File: config.mk
export PLATFORM = sky130hd
export DESIGN_NAME = serial_adder
export DESIGN_NICKNAME = d
export VERILOG_FILES = /design/src/rtl/serial_adder.sv
export SDC_FILE = /design/constraint.sdc
export NUM_CORES = 1
export LEC_CHECK = 0
export CAP_MARGIN = 20
export CORE_MARGIN = 4
export CORE_UTILIZATION = 35
export CTS_CLUSTER_DIAMETER = 120
export CTS_CLUSTER_SIZE = 8
export DETAILED_ROUTE_END_ITERATION = 7
export PLACE_DENSITY = 0.62
export REMOVE_ABC_BUFFERS = 1
export SYNTH_ARGS = -nofsm -noshare
export SYNTH_HDL_FRONTEND = slang
export SYNTH_SLANG_ARGS = --single-unit
export TNS_END_PERCENT = 20
File: constraint.sdc
create_clock -name clk -period 2.2 [get_ports clk]
set_input_delay 0.55 -clock clk [delete_from_list [all_inputs] [get_ports clk]]
set_output_delay 0.55 -clock clk [all_outputs]
set_load 0.05 [all_outputs]
File: src/rtl/serial_adder.sv
// Digit-serial adder: adds two WIDTH-bit operands DIGIT bits per clock with a start/busy/done handshake.
// Define SERIAL_ADDER_SUB_EN to add the sub port and a - b support (a + ~b + 1).
module serial_adder #(
    parameter int WIDTH = 32,
    parameter int DIGIT = 4
) (
    input  logic             clk,
    input  logic             rst_n,
    input  logic             start,
    input  logic [WIDTH-1:0] a,
    input  logic [WIDTH-1:0] b,
`ifdef SERIAL_ADDER_SUB_EN
    input  logic             sub,
`endif
    output logic             busy,
    output logic             done,
    output logic [WIDTH-1:0] sum,
    output logic             c_out,
    output logic             overflow
);

    localparam int N  = WIDTH / DIGIT;
    localparam int CW = (N > 1) ? $clog2(N) : 1;
    localparam logic [CW-1:0] LAST_CNT = CW'(N - 1);

    typedef enum logic [1:0] {IDLE, RUN, DONE} state_t;

    state_t           state_q, state_d;
    logic [WIDTH-1:0] a_q, a_d;
    logic [WIDTH-1:0] b_q, b_d;
    logic [WIDTH-1:0] res_q, res_d;
    logic [WIDTH-1:0] sum_q, sum_d;
    logic [CW-1:0]    cnt_q, cnt_d;
    logic             carry_q, carry_d;
    logic             a_msb_q, a_msb_d;
    logic             b_msb_q, b_msb_d;
    logic             c_out_q, c_out_d;
    logic             ovf_q, ovf_d;

    logic             sub_eff;
    logic [WIDTH-1:0] b_eff;
    logic [DIGIT:0]   digit_full;
    logic [WIDTH-1:0] digit_top;

`ifdef SERIAL_ADDER_SUB_EN
    assign sub_eff = sub;
`else
    assign sub_eff = 1'b0;
`endif

    assign b_eff = sub_eff ? ~b : b;

    // One digit of the ripple: low digits of both shift registers plus the carry flop.
    assign digit_full = {1'b0, a_q[DIGIT-1:0]} + {1'b0, b_q[DIGIT-1:0]} + {{DIGIT{1'b0}}, carry_q};
    assign digit_top  = WIDTH'(digit_full[DIGIT-1:0]) << (WIDTH - DIGIT);

    always_comb begin
        // NOTE: every _d gets its hold value first so no path through the case infers a latch.
        state_d = state_q;
        a_d     = a_q;
        b_d     = b_q;
        res_d   = res_q;
        sum_d   = sum_q;
        cnt_d   = cnt_q;
        carry_d = carry_q;
        a_msb_d = a_msb_q;
        b_msb_d = b_msb_q;
        c_out_d = c_out_q;
        ovf_d   = ovf_q;

        case (state_q)
            IDLE, DONE: begin
                state_d = IDLE;
                if (start) begin
                    state_d = RUN;
                    a_d     = a;
                    b_d     = b_eff;
                    carry_d = sub_eff;
                    a_msb_d = a[WIDTH-1];
                    b_msb_d = b_eff[WIDTH-1];
                    cnt_d   = '0;
                    res_d   = '0;
                end
            end

            RUN: begin
                a_d     = a_q >> DIGIT;
                b_d     = b_q >> DIGIT;
                carry_d = digit_full[DIGIT];
                res_d   = (res_q >> DIGIT) | digit_top;
                cnt_d   = cnt_q + CW'(1);
                // Published outputs move only here, so partial sums never appear on sum.
                if (cnt_q == LAST_CNT) begin
                    state_d = DONE;
                    sum_d   = res_d;
                    c_out_d = digit_full[DIGIT];
                    ovf_d   = (a_msb_q == b_msb_q) && (res_d[WIDTH-1] != a_msb_q);
                end
            end

            default: state_d = IDLE;
        endcase
    end

    always_ff @(posedge clk) begin
        // NOTE: non-blocking assignments so every flop samples the pre-edge value of its peers.
        if (!rst_n) begin
            state_q <= IDLE;
            a_q     <= '0;
            b_q     <= '0;
            res_q   <= '0;
            sum_q   <= '0;
            cnt_q   <= '0;
            carry_q <= 1'b0;
            a_msb_q <= 1'b0;
            b_msb_q <= 1'b0;
            c_out_q <= 1'b0;
            ovf_q   <= 1'b0;
        end else begin
            state_q <= state_d;
            a_q     <= a_d;
            b_q     <= b_d;
            res_q   <= res_d;
            sum_q   <= sum_d;
            cnt_q   <= cnt_d;
            carry_q <= carry_d;
            a_msb_q <= a_msb_d;
            b_msb_q <= b_msb_d;
            c_out_q <= c_out_d;
            ovf_q   <= ovf_d;
        end
    end

    assign busy     = (state_q == RUN);
    assign done     = (state_q == DONE);
    assign sum      = sum_q;
    assign c_out    = c_out_q;
    assign overflow = ovf_q;

endmodule

-- Word-level counts from Yosys, hierarchy flattened
Index checks and enable logic that the tools add are counted.
W data, S select, Z words.
- output and inout bits: 36
- bits in latches: 0
- flip-flop bits (word level): 138
- memories kept: 0
- bits in writable memories: 0
- input port bits: 67
- memory bits (read-only): 0
- logic and storage cells: 42
- $mul: 0
- div/mod/pow operators: 0
- shift operators: 0
- reductions and logical operators: 7
- bitwise gates (word level): 1
- $lt $le $gt $ge: 0
- add/subtract/negate cells: 3
- multiplexer cells: 13
- equality and inequality tests: 7
- operator list (kind ; count):
    $pmux W32 S2 ; 3
    $mux W32 ; 3
    $or A28 B32 Y32 ; 1
    $pmux W3 S2 ; 1
    $reduce_and A2 Y1 ; 3
    $add A4 B4 Y5 ; 1
    $add A5 B1 Y5 ; 1
    $pmux W2 S2 ; 1
    $add A3 B1 Y3 const B ; 1
    $eq A3 B3 Y1 const B ; 1
    $mux W3 ; 1
    $eq A2 B1 Y1 const B ; 1
    $eq A2 B2 Y1 const B ; 1
    $logic_not A2 Y1 ; 1
    $mux W1 ; 2
    $mux W2 ; 1
    $ne A2 B1 Y1 const B ; 1
    $ne A2 B2 Y1 const B ; 1
    $pmux W1 S2 ; 1
    $reduce_bool A2 Y1 ; 1
    $reduce_or A2 Y1 ; 1
    $eq A1 B1 Y1 ; 1
    $logic_and A1 B1 Y1 ; 1
    $ne A1 B1 Y1 ; 1

-- Logic depth before layout (Yosys ltp)
Gate-level depths: netlist of run 1.
- depth after elaboration: 5
- mapped depth: 8
- gate-level depth less buffers: 7

-- Worst setup path after synthesis of run 1
OpenSTA, ideal clock, no wires.
- path type: register -> register
- start point: register a_q[0]
- end point: register ovf_q, in the netlist overflow
- data arrival time: 1.495 ns
- path buffers: 0
- cell stages (with the launch flop): 6
- path slack: 0.631 ns
- clock period less this slack: 1.569 ns
- required time: 2.126 ns
- setup time: 0.074 ns
- cell sequence: dfxtp_1 > fa_1 > nand3_1 > a21oi_1 > or4_1 > a31oi_1
- word-level cells in the longest chain between the ends: 5
- ends and longest elaborated chain (what ; RTL line ; text):
    start, declared ; 29 ; logic [WIDTH-1:0] a_q, a_d;
    start signal, assigned ; 109 ; a_q <= '0;
    start signal, assigned ; 121 ; a_q <= a_d;
    $add A4 B4 Y5 ; 54 ; assign digit_full = {1'b0, a_q[DIGIT-1:0]} + {1'b0, b_q[DIGIT-1:0]} + {{DIGIT{1'b0}}, carry_q};
    $add A5 B1 Y5 ; 54 ;
    $or A28 B32 Y32 ; 90 ; res_d = (res_q >> DIGIT) | digit_top;
    $ne A1 B1 Y1 ; 97 ; ovf_d = (a_msb_q == b_msb_q) && (res_d[WIDTH-1] != a_msb_q);
    $logic_and A1 B1 Y1 ; 97 ;
    end signal, assigned ; 130 ; ovf_q <= ovf_d;
    end, declared ; 38 ; logic ovf_q, ovf_d;
Every way passes these cells.
A chain may end at the register's enable or synchronous reset.

-- Worst setup path after layout of run 1
- start point: register c_out_q, in the netlist c_out
- end point: output port c_out
- RTL lines (what ; RTL line ; text):
    start, declared ; 37 ; logic c_out_q, c_out_d;
    start signal, assigned ; 129 ; c_out_q <= c_out_d;
    end, declared ; 18 ; output logic c_out,
No word-level cell between the ends.

==> impl_metrics.prom, run 1 <==
# TYPE chip_impl_metric gauge
chip_impl_info{name="critical_path.endpoint",value="c_out"} 1
chip_impl_info{name="critical-path-slowest-cell",value="clkdlybuf4s50_1"} 1
chip_impl_metric{name="synthCells",unit=""} 634
chip_impl_metric{name="synth.top_cell.area_share",unit=""} 0.511
chip_impl_metric{name="pin_count_of_the_biggest_net_entering_global_routing",unit=""} 118
chip_impl_info{name="cp-startpoint",value="c_out"} 1
chip_impl_metric{name="share_of_cells_above_drive_strength_1",unit=""} 0.0728
chip_impl_metric{name="timing.critical_path.depth",unit=""} 1
chip_impl_metric{name="antenna_violations_before_repair",unit=""} 0
chip_impl_metric{name="synthArstFlopShare",unit=""} 0
chip_impl_info{name="cts_root_buffer",value="clkbuf_16"} 1
chip_impl_metric{name="num_vias",unit=""} 4650
chip_impl_metric{name="die-width",unit="µm"} 131
chip_impl_metric{name="gr-usage-met1",unit=""} 0.202
chip_impl_metric{name="grt_first_pass_wirelength",unit="mm"} 20.6
chip_impl_metric{name="tritoncts.num_buffers",unit=""} 17
chip_impl_metric{name="cts-root-to-sink-buffers",unit=""} 2
chip_impl_metric{name="ys_types",unit=""} 33
chip_impl_info{name="worstReg2RegStart",value="a_q[2]"} 1
chip_impl_metric{name="area_growth_syn_to_layout",unit="%"} 34.4
chip_impl_metric{name="drtAntennaViolNets",unit=""} 0
chip_impl_metric{name="postSynthAreaPerCell",unit="µm²"} 8.28
chip_impl_metric{name="final_net_count",unit=""} 789
chip_impl_info{name="rsz0062_at_grt",value="no"} 1
chip_impl_metric{name="detailedRoute.firstPassIterationCount",unit=""} 5
chip_impl_metric{name="ratio_of_final_minimum_period_to_clock_period",unit=""} 0.978
chip_impl_metric{name="final_hold_viol_count",unit=""} 0
chip_impl_info{name="grt_busiest_layer",value="met2"} 1
chip_impl_metric{name="synth.ff_latch_count",unit=""} 134
chip_impl_info{name="rr_endpoint",value="overflow"} 1
chip_impl_info{name="timing.critical_path.cells",value="clkdlybuf4s50_1"} 1
chip_impl_metric{name="die_area",unit="µm²"} 17000
chip_impl_metric{name="vias_per_cell",unit=""} 5.10
chip_impl_metric{name="arrival",unit="ns"} 1.60
chip_impl_metric{name="synth_seq_area_share",unit=""} 0.511
chip_impl_metric{name="io_pins",unit=""} 103
chip_impl_metric{name="numClockSinks",unit=""} 134
chip_impl_metric{name="drtIter0Drc",unit=""} 358
chip_impl_metric{name="fillers",unit=""} 1387
chip_impl_info{name="synth_largest_area_cell",value="dfxtp_1"} 1
chip_impl_metric{name="global_route.usage.met2",unit=""} 0.227
chip_impl_metric{name="initial_utilization",unit=""} 0.359
chip_impl_metric{name="placeableCoreArea",unit="µm²"} 14600
chip_impl_metric{name="path_clk_slew",unit="ns"} 0.06
chip_impl_metric{name="syn-cell-area",unit="µm²"} 5250
chip_impl_metric{name="grt_overflow",unit=""} 0
chip_impl_metric{name="post_cts.repair.setup_buffers",unit=""} 0
chip_impl_metric{name="antenna-diode-count",unit=""} 0
chip_impl_metric{name="portBuffers",unit=""} 102
chip_impl_info{name="hold_class",value="reg2reg"} 1
chip_impl_metric{name="detailed_place_hpwl",unit="mm"} 8.13
chip_impl_metric{name="crit_path_max_fanout",unit=""} 2
chip_impl_metric{name="timing.max_slew.rel_slack",unit=""} 0.356
chip_impl_metric{name="placement_rows",unit=""} 44
chip_impl_info{name="timing_worst_setup_path_type",value="reg2out"} 1
chip_impl_metric{name="power_leakage",unit="nW"} 2.62
chip_impl_metric{name="die_height",unit="µm"} 131
chip_impl_metric{name="synthXorXnorAreaFrac",unit=""} 0.00167
chip_impl_metric{name="cellPowerDensity",unit="nW/µm²"} 891
chip_impl_info{name="cpLargestDelayFamily",value="buffers and inverters"} 1
chip_impl_metric{name="ir_drop",unit="mV"} 0.476
chip_impl_metric{name="final_min_period",unit="ns"} 2.15
chip_impl_metric{name="number_of_flops_mapped_to_enable_cells_by_yosys",unit=""} 0
chip_impl_info{name="synth_top_flop_cell",value="dfxtp_1"} 1
chip_impl_metric{name="ff2ff_path_depth",unit=""} 5
chip_impl_metric{name="drt_wl_total",unit="mm"} 12.4
chip_impl_metric{name="synth_compound_area_frac",unit=""} 0.191
chip_impl_metric{name="critical-path-max-stage-delay",unit="ns"} 0.82
chip_impl_metric{name="post_detailed_route_wirelength_per_cell",unit="µm"} 13.6
chip_impl_info{name="timing.critical_path.to_type",value="output pin"} 1
chip_impl_metric{name="grt_pass1_vias",unit=""} 4329
chip_impl_metric{name="met3_use_gr",unit=""} 0.0496
chip_impl_metric{name="yosysWarnings",unit=""} 0
chip_impl_metric{name="clock_latency",unit="ns"} 0.41
chip_impl_metric{name="final.hold.worst_slack",unit="ns"} 0.453
chip_impl_metric{name="route.detailed.drc",unit=""} 0
chip_impl_metric{name="timing.final.max_slew_violations",unit=""} 0
chip_impl_info{name="main_combinational_cell_family_by_area_after_synthesis",value="simple AND/OR/NAND/NOR gates"} 1
chip_impl_metric{name="hold_buffers",unit=""} 0
chip_impl_info{name="outcome",value="complete, no violations"} 1
chip_impl_metric{name="gp_congestion",unit=""} 0.791
chip_impl_metric{name="crit_buf_inv",unit=""} 1
chip_impl_metric{name="final.setup_skew",unit="ns"} 0.00634
chip_impl_info{name="tritoncts",value="built"} 1
chip_impl_metric{name="synth_fa_ha_area_frac",unit=""} 0.0195
chip_impl_info{name="worst_setup_path_start_kind",value="register"} 1
chip_impl_metric{name="ctsHtreeMaxLevel",unit=""} 4
chip_impl_metric{name="gr-usage-all-layers",unit=""} 0.150
chip_impl_metric{name="post_synth_and_or_nand_nor_area_fraction",unit=""} 0.217
chip_impl_metric{name="yosys-mux-area-fraction",unit=""} 0
chip_impl_metric{name="drv_cap",unit=""} 0
chip_impl_info{name="synthTopCellsByArea",value="dfxtp_1 (51%), nand2_1 (13%), a311oi_1 (9.3%), nor2_1 (6.9%), a22oi_1 (4.9%)"} 1
chip_impl_metric{name="worst-r2r-setup-slack",unit="ns"} 0.52
chip_impl_metric{name="timing.critical_path.required",unit="ns"} 1.65
chip_impl_metric{name="worst_pin_slew",unit="ns"} 0.964
chip_impl_metric{name="post-route-util",unit=""} 0.482
chip_impl_metric{name="setup_viol",unit=""} 0
chip_impl_metric{name="max_freq",unit="MHz"} 465
-- tightest hold or removal path, cell delays in order, from the launching register on --
cell and delay [ns]:
dfxtp_1 0.30, nand2_1 0.05, a21oi_1 0.05
-- metrics by stage --
stage	instance area, µm²	TNS [ns]	total power, mW	setup slack (ns)	cells
after floorplan	4960	-215.65	3.02	-2.23	579
after global placement	6420	-0.0280	3.28	-0.0280	880
after detailed placement	6420	-1.18	3.29	-0.0638	880
after CTS	7060	0	6.37	0.0137	912
after global routing	7060	0	6.57	0.00393	912
final	7060	0	6.29	0.0478	912
-- how the worst min path moves through the flow --
stage,from,end,cells after the start
after global routing,sum[6],sum[6],2
after CTS,sum[15],sum[15],2
after global placement,sum[21],sum[21],2
after detailed placement,sum[15],sum[15],2
after floorplan,res_q[4],sum[0],2
final,sum[12],sum[12],2
-- logic make-up after synthesis --
| family | Yosys count |
|---|---|
| XOR/XNOR | 1 |
| flip-flops | 134 |
| buffers and inverters | 61 |
| AND/OR/NAND/NOR | 293 |
| adder cells (fa/ha/maj) | 7 |
| AO/OA/AOI/OAI | 138 |
-- state kept, by name, indices dropped and copies added, names as in the netlist --
signal,cells
sum,32
a_q,32
c_out,1
b_msb_q,1
b_q,32
carry_q,1
res_q,28
cnt_q,3
a_msb_q,1
overflow,1
state_q,2
-- report_power, final --
group | switching [mW] | internal, mW | leakage, nW
Combinational | 0.338 | 0.283 | 1.22
Sequential | 0.0680 | 2.55 | 1.09
Clock | 0.986 | 2.06 | 0.311
-- synth_stat cells, types with 2 or more instances --
| master | number |
|---|---|
| buf_4 | 12 |
| a21oi_1 | 39 |
| fa_1 | 2 |
| nor2b_1 | 3 |
| nor3_1 | 2 |
| nor2_1 | 97 |
| nand2_1 | 179 |
| ha_1 | 5 |
| dfxtp_1 | 134 |
| and2_1 | 2 |
| inv_1 | 4 |
| nand2b_1 | 2 |
| buf_6 | 4 |
| o21ai_0 | 3 |
| nand3_1 | 3 |
| a311oi_1 | 56 |
| buf_2 | 11 |
| a22oi_1 | 34 |
| clkbuf_1 | 28 |
-- repair_timing --
action,4_1_cts,5_1_grt
gates resized for setup,0,2
setup endpoints to repair,0,2
endpoints found under the hold margin,0,0
-- area by class of cell --
| cell class | instances | area [µm²] | share of cell area |
|---|---|---|---|
| clock buffer | 23 | 468 | 0.0663 |
| clock inverter | 9 | 173 | 0.0245 |
| inverter | 6 | 27.5 | 0.00390 |
| multi-input combinational | 439 | 2270 | 0.322 |
| sequential | 134 | 2680 | 0.380 |
| tap | 184 | 230 | 0.0326 |
| timing repair buffer | 117 | 1210 | 0.171 |
-- metal layers --
layer,vias up,part of all wire
li1,2337,-
met1,2142,0.47
met2,157,0.45
met3,14,0.069
met4,0,0.010
met5,-,0
-- placed cells by master, fill, tap and decap left out, drive strengths merged --
cell type,n
o21ai,3
a21oi,39
nor3,2
nand3,3
fa,2
o31ai,1
buf,17
and2,2
xnor2,1
clkdlybuf4s50,98
ha,5
or4,1
a311oi,56
clkbuf,23
o32ai,1
nor2b,3
inv,6
nand2,180
a211oi,1
or2,1
a22oi,34
and3,1
dfxtp,134
o21a,1
clkinvlp,1
dlymetal6s2s,2
bufinv,5
a31oi,1
nor2,98
nand2b,2
clkinv,3
o211ai,1
No activity file was read; power rests on OpenSTA's default activity.
==> inputs of run 2 (changes only) <==
--- a/config.mk
+++ b/config.mk
@@ -11,7 +11,7 @@
 export CTS_CLUSTER_DIAMETER = 120
 export CTS_CLUSTER_SIZE = 8
 export DETAILED_ROUTE_END_ITERATION = 7
-export PLACE_DENSITY = 0.62
+export PLACE_DENSITY_LB_ADDON = 0.15
 export REMOVE_ABC_BUFFERS = 1
 export SYNTH_ARGS = -nofsm -noshare
 export SYNTH_HDL_FRONTEND = slang
==> run 2 against run 1 <==
- maximum frequency is 0.75% higher
- critical endpoint is now sum[29]
- critical path type unchanged
- non-clock buffer count shrank 1
- sequential share of layout area rose by 0.87 points
- largest cell class unchanged
==> impl_metrics.prom, run 2 (synthesis results as in run 1) <==
# TYPE chip_impl_metric gauge
chip_impl_info{name="timing.critical_path.cells",value="clkdlybuf4s50_1"} 1
chip_impl_metric{name="total_switching_power",unit="mW"} 1.37
chip_impl_metric{name="placeableCoreArea",unit="µm²"} 14600
chip_impl_info{name="timing.critical_path.to_type",value="output pin"} 1
chip_impl_metric{name="fillers",unit=""} 1419
chip_impl_info{name="rsz0062_at_grt",value="no"} 1
chip_impl_info{name="timing_worst_setup_path_type",value="reg2out"} 1
chip_impl_metric{name="fin_ws",unit="ns"} 0.0638
chip_impl_metric{name="grt_first_pass_wirelength",unit="mm"} 20.8
chip_impl_metric{name="gp_congestion",unit=""} 0.739
chip_impl_info{name="worstReg2RegStart",value="state_q[0]"} 1
chip_impl_info{name="cts_root_buffer",value="clkbuf_16"} 1
chip_impl_metric{name="power_leakage",unit="nW"} 2.53
chip_impl_metric{name="io_pins",unit=""} 103
chip_impl_metric{name="arrival",unit="ns"} 1.59
chip_impl_metric{name="numClockSinks",unit=""} 134
chip_impl_metric{name="post-route-util",unit=""} 0.471
chip_impl_metric{name="critical-path-max-stage-delay",unit="ns"} 0.82
chip_impl_metric{name="die_area",unit="µm²"} 17000
chip_impl_metric{name="timing.critical_path.required",unit="ns"} 1.65
chip_impl_metric{name="portBuffers",unit=""} 102
chip_impl_metric{name="setup_viol",unit=""} 0
chip_impl_info{name="tritoncts",value="built"} 1
chip_impl_info{name="outcome",value="complete, no violations"} 1
chip_impl_metric{name="path_clk_slew",unit="ns"} 0.05
chip_impl_metric{name="vias_per_cell",unit=""} 5.02
chip_impl_metric{name="clock_latency",unit="ns"} 0.41
chip_impl_metric{name="antenna-diode-count",unit=""} 0
chip_impl_metric{name="worst_pin_slew",unit="ns"} 0.993
chip_impl_metric{name="max_freq",unit="MHz"} 468
chip_impl_metric{name="final_net_count",unit=""} 788
chip_impl_metric{name="final_min_period",unit="ns"} 2.14
chip_impl_metric{name="tritoncts.num_buffers",unit=""} 17
chip_impl_info{name="hold_class",value="reg2reg"} 1
chip_impl_info{name="cp-startpoint",value="sum[29]"} 1
chip_impl_metric{name="intPower",unit="mW"} 4.31
chip_impl_metric{name="post_detailed_route_wirelength_per_cell",unit="µm"} 13.7
chip_impl_metric{name="share_of_cells_above_drive_strength_1",unit=""} 0.0647
chip_impl_info{name="layout_commonest_cell",value="nand2_1"} 1
chip_impl_metric{name="share_comb_of_total_power",unit=""} 0.108
chip_impl_metric{name="timing.max_slew.rel_slack",unit=""} 0.337
chip_impl_info{name="cpLargestDelayFamily",value="buffers and inverters"} 1
chip_impl_metric{name="ir_drop",unit="mV"} 0.508
chip_impl_metric{name="die-width",unit="µm"} 131
chip_impl_metric{name="pin_count_of_the_biggest_net_entering_global_routing",unit=""} 118
chip_impl_metric{name="antenna_violations_before_repair",unit=""} 0
chip_impl_metric{name="die_height",unit="µm"} 131
chip_impl_metric{name="num_vias",unit=""} 4565
chip_impl_metric{name="drv_cap",unit=""} 0
chip_impl_metric{name="cellPowerDensity",unit="nW/µm²"} 823
chip_impl_metric{name="switching_share",unit=""} 0.241
chip_impl_metric{name="ratio_of_final_minimum_period_to_clock_period",unit=""} 0.971
chip_impl_metric{name="cts-root-to-sink-buffers",unit=""} 2
chip_impl_metric{name="timing.final.max_slew_violations",unit=""} 0
chip_impl_metric{name="clock_power_share",unit=""} 0.430
chip_impl_metric{name="grt_overflow",unit=""} 0
chip_impl_info{name="layout.cells.most_common_list",value="nand2_1 (179), dfxtp_1 (134), clkdlybuf4s50_1 (99), nor2_1 (97), a311oi_1 (56)"} 1
chip_impl_metric{name="seqPwrFrac",unit=""} 0.461
chip_impl_metric{name="route.detailed.drc",unit=""} 0
chip_impl_info{name="critical-path-slowest-cell",value="clkdlybuf4s50_1"} 1
chip_impl_metric{name="crit_buf_inv",unit=""} 1
chip_impl_metric{name="ctsHtreeMaxLevel",unit=""} 4
chip_impl_info{name="hp-start",value="sum[0]"} 1
chip_impl_metric{name="detailed_place_hpwl",unit="mm"} 8.01
chip_impl_metric{name="grt_pass1_vias",unit=""} 4358
chip_impl_metric{name="drtAntennaViolNets",unit=""} 0
chip_impl_metric{name="drtIter0Drc",unit=""} 296
chip_impl_metric{name="post_cts.repair.setup_buffers",unit=""} 0
chip_impl_metric{name="gr-usage-all-layers",unit=""} 0.153
chip_impl_metric{name="final_hold_viol_count",unit=""} 0
chip_impl_metric{name="area_growth_syn_to_layout",unit="%"} 31.4
chip_impl_metric{name="detailedRoute.firstPassIterationCount",unit=""} 4
chip_impl_metric{name="final.setup_skew",unit="ns"} 0.00891
chip_impl_metric{name="number_of_non_filler_instances_in_the_completed_layout",unit=""} 910
chip_impl_metric{name="placement_rows",unit=""} 44
chip_impl_info{name="worst_setup_path_start_kind",value="register"} 1
chip_impl_metric{name="drt_wl_total",unit="mm"} 12.5
chip_impl_metric{name="detailedPlace.worstSlack",unit="ns"} -0.0911
chip_impl_metric{name="initial_utilization",unit=""} 0.359
chip_impl_metric{name="crit_path_max_fanout",unit=""} 2
chip_impl_metric{name="dp.cells",unit=""} 879
-- run 2: changes by cell type in the layout (fill, tap and decap cells not counted), sizes merged --
cell           previous run  this run
dlymetal6s2s              2         1
clkdlybuf4s50            98        99
bufinv                    5         0
buf                      17        16
clkbuf                   23        27
-- run 2: power groups by stage --
stage	registers (mW)	clock network [mW]	logic, mW
2_1_floorplan	2.65	0	0.368
3_3_place_gp	2.67	0	0.604
3_5_place_dp	2.67	0	0.619
4_1_cts	2.62	2.51	0.621
5_1_grt	2.63	2.62	0.692
6_report	2.62	2.45	0.615
-- run 2: stage by stage --
stage                     area (µm²)  TNS [ns]  total power, mW  hold slack [ns]
after floorplan                 4960   -215.65             3.02            0.432
after global placement          6400   -0.0405             3.27            0.444
after detailed placement        6400     -2.52             3.29            0.447
after CTS                       6900         0             5.75            0.455
after global routing            6900         0             5.95            0.466
final                           6900         0             5.68            0.454
-- run 2: cell type report --
cell class | count | area [µm²] | share of cell area
repair buffers | 116 | 1190 | 0.172
clock buffers | 27 | 483 | 0.0700
multi-input cells | 439 | 2270 | 0.329
inverters | 6 | 27.5 | 0.00399
clock inverters | 4 | 22.5 | 0.00326
flip-flops and latches | 134 | 2680 | 0.389
well taps | 184 | 230 | 0.0333
-- run 2: worst paths after layout --
check	endpoint	slack (ns)	depth (start not counted)
setup / recovery	sum[29]	0.06	1
hold / removal	sum[0]	0.45	2
setup reg to reg	cnt_q[2]	0.43	5
hold reg to reg	sum[0]	0.45	2
-- run 2: what timing repair did --
action                     CTS  global route
gates resized for setup      0             1
setup endpoints to repair    0             1
hold buffers                 0             0
-- run 2: worst register-to-register path, cell delays in order (launching register included) --
cell and delay, ns:
dfxtp_1 0.37, nand2b_4 0.13, inv_4 0.10, nor2_4 0.79
a22oi_1 0.15, nor2_1 0.16
-- run 2: metal layers --
layer,routed length [µm],up-vias,GRT usage
met1,5870,2101,0.201
met3,791,16,0.0549
met2,5640,115,0.231
met5,0,-,0
li1,-,2333,-
met4,194,0,0.0557
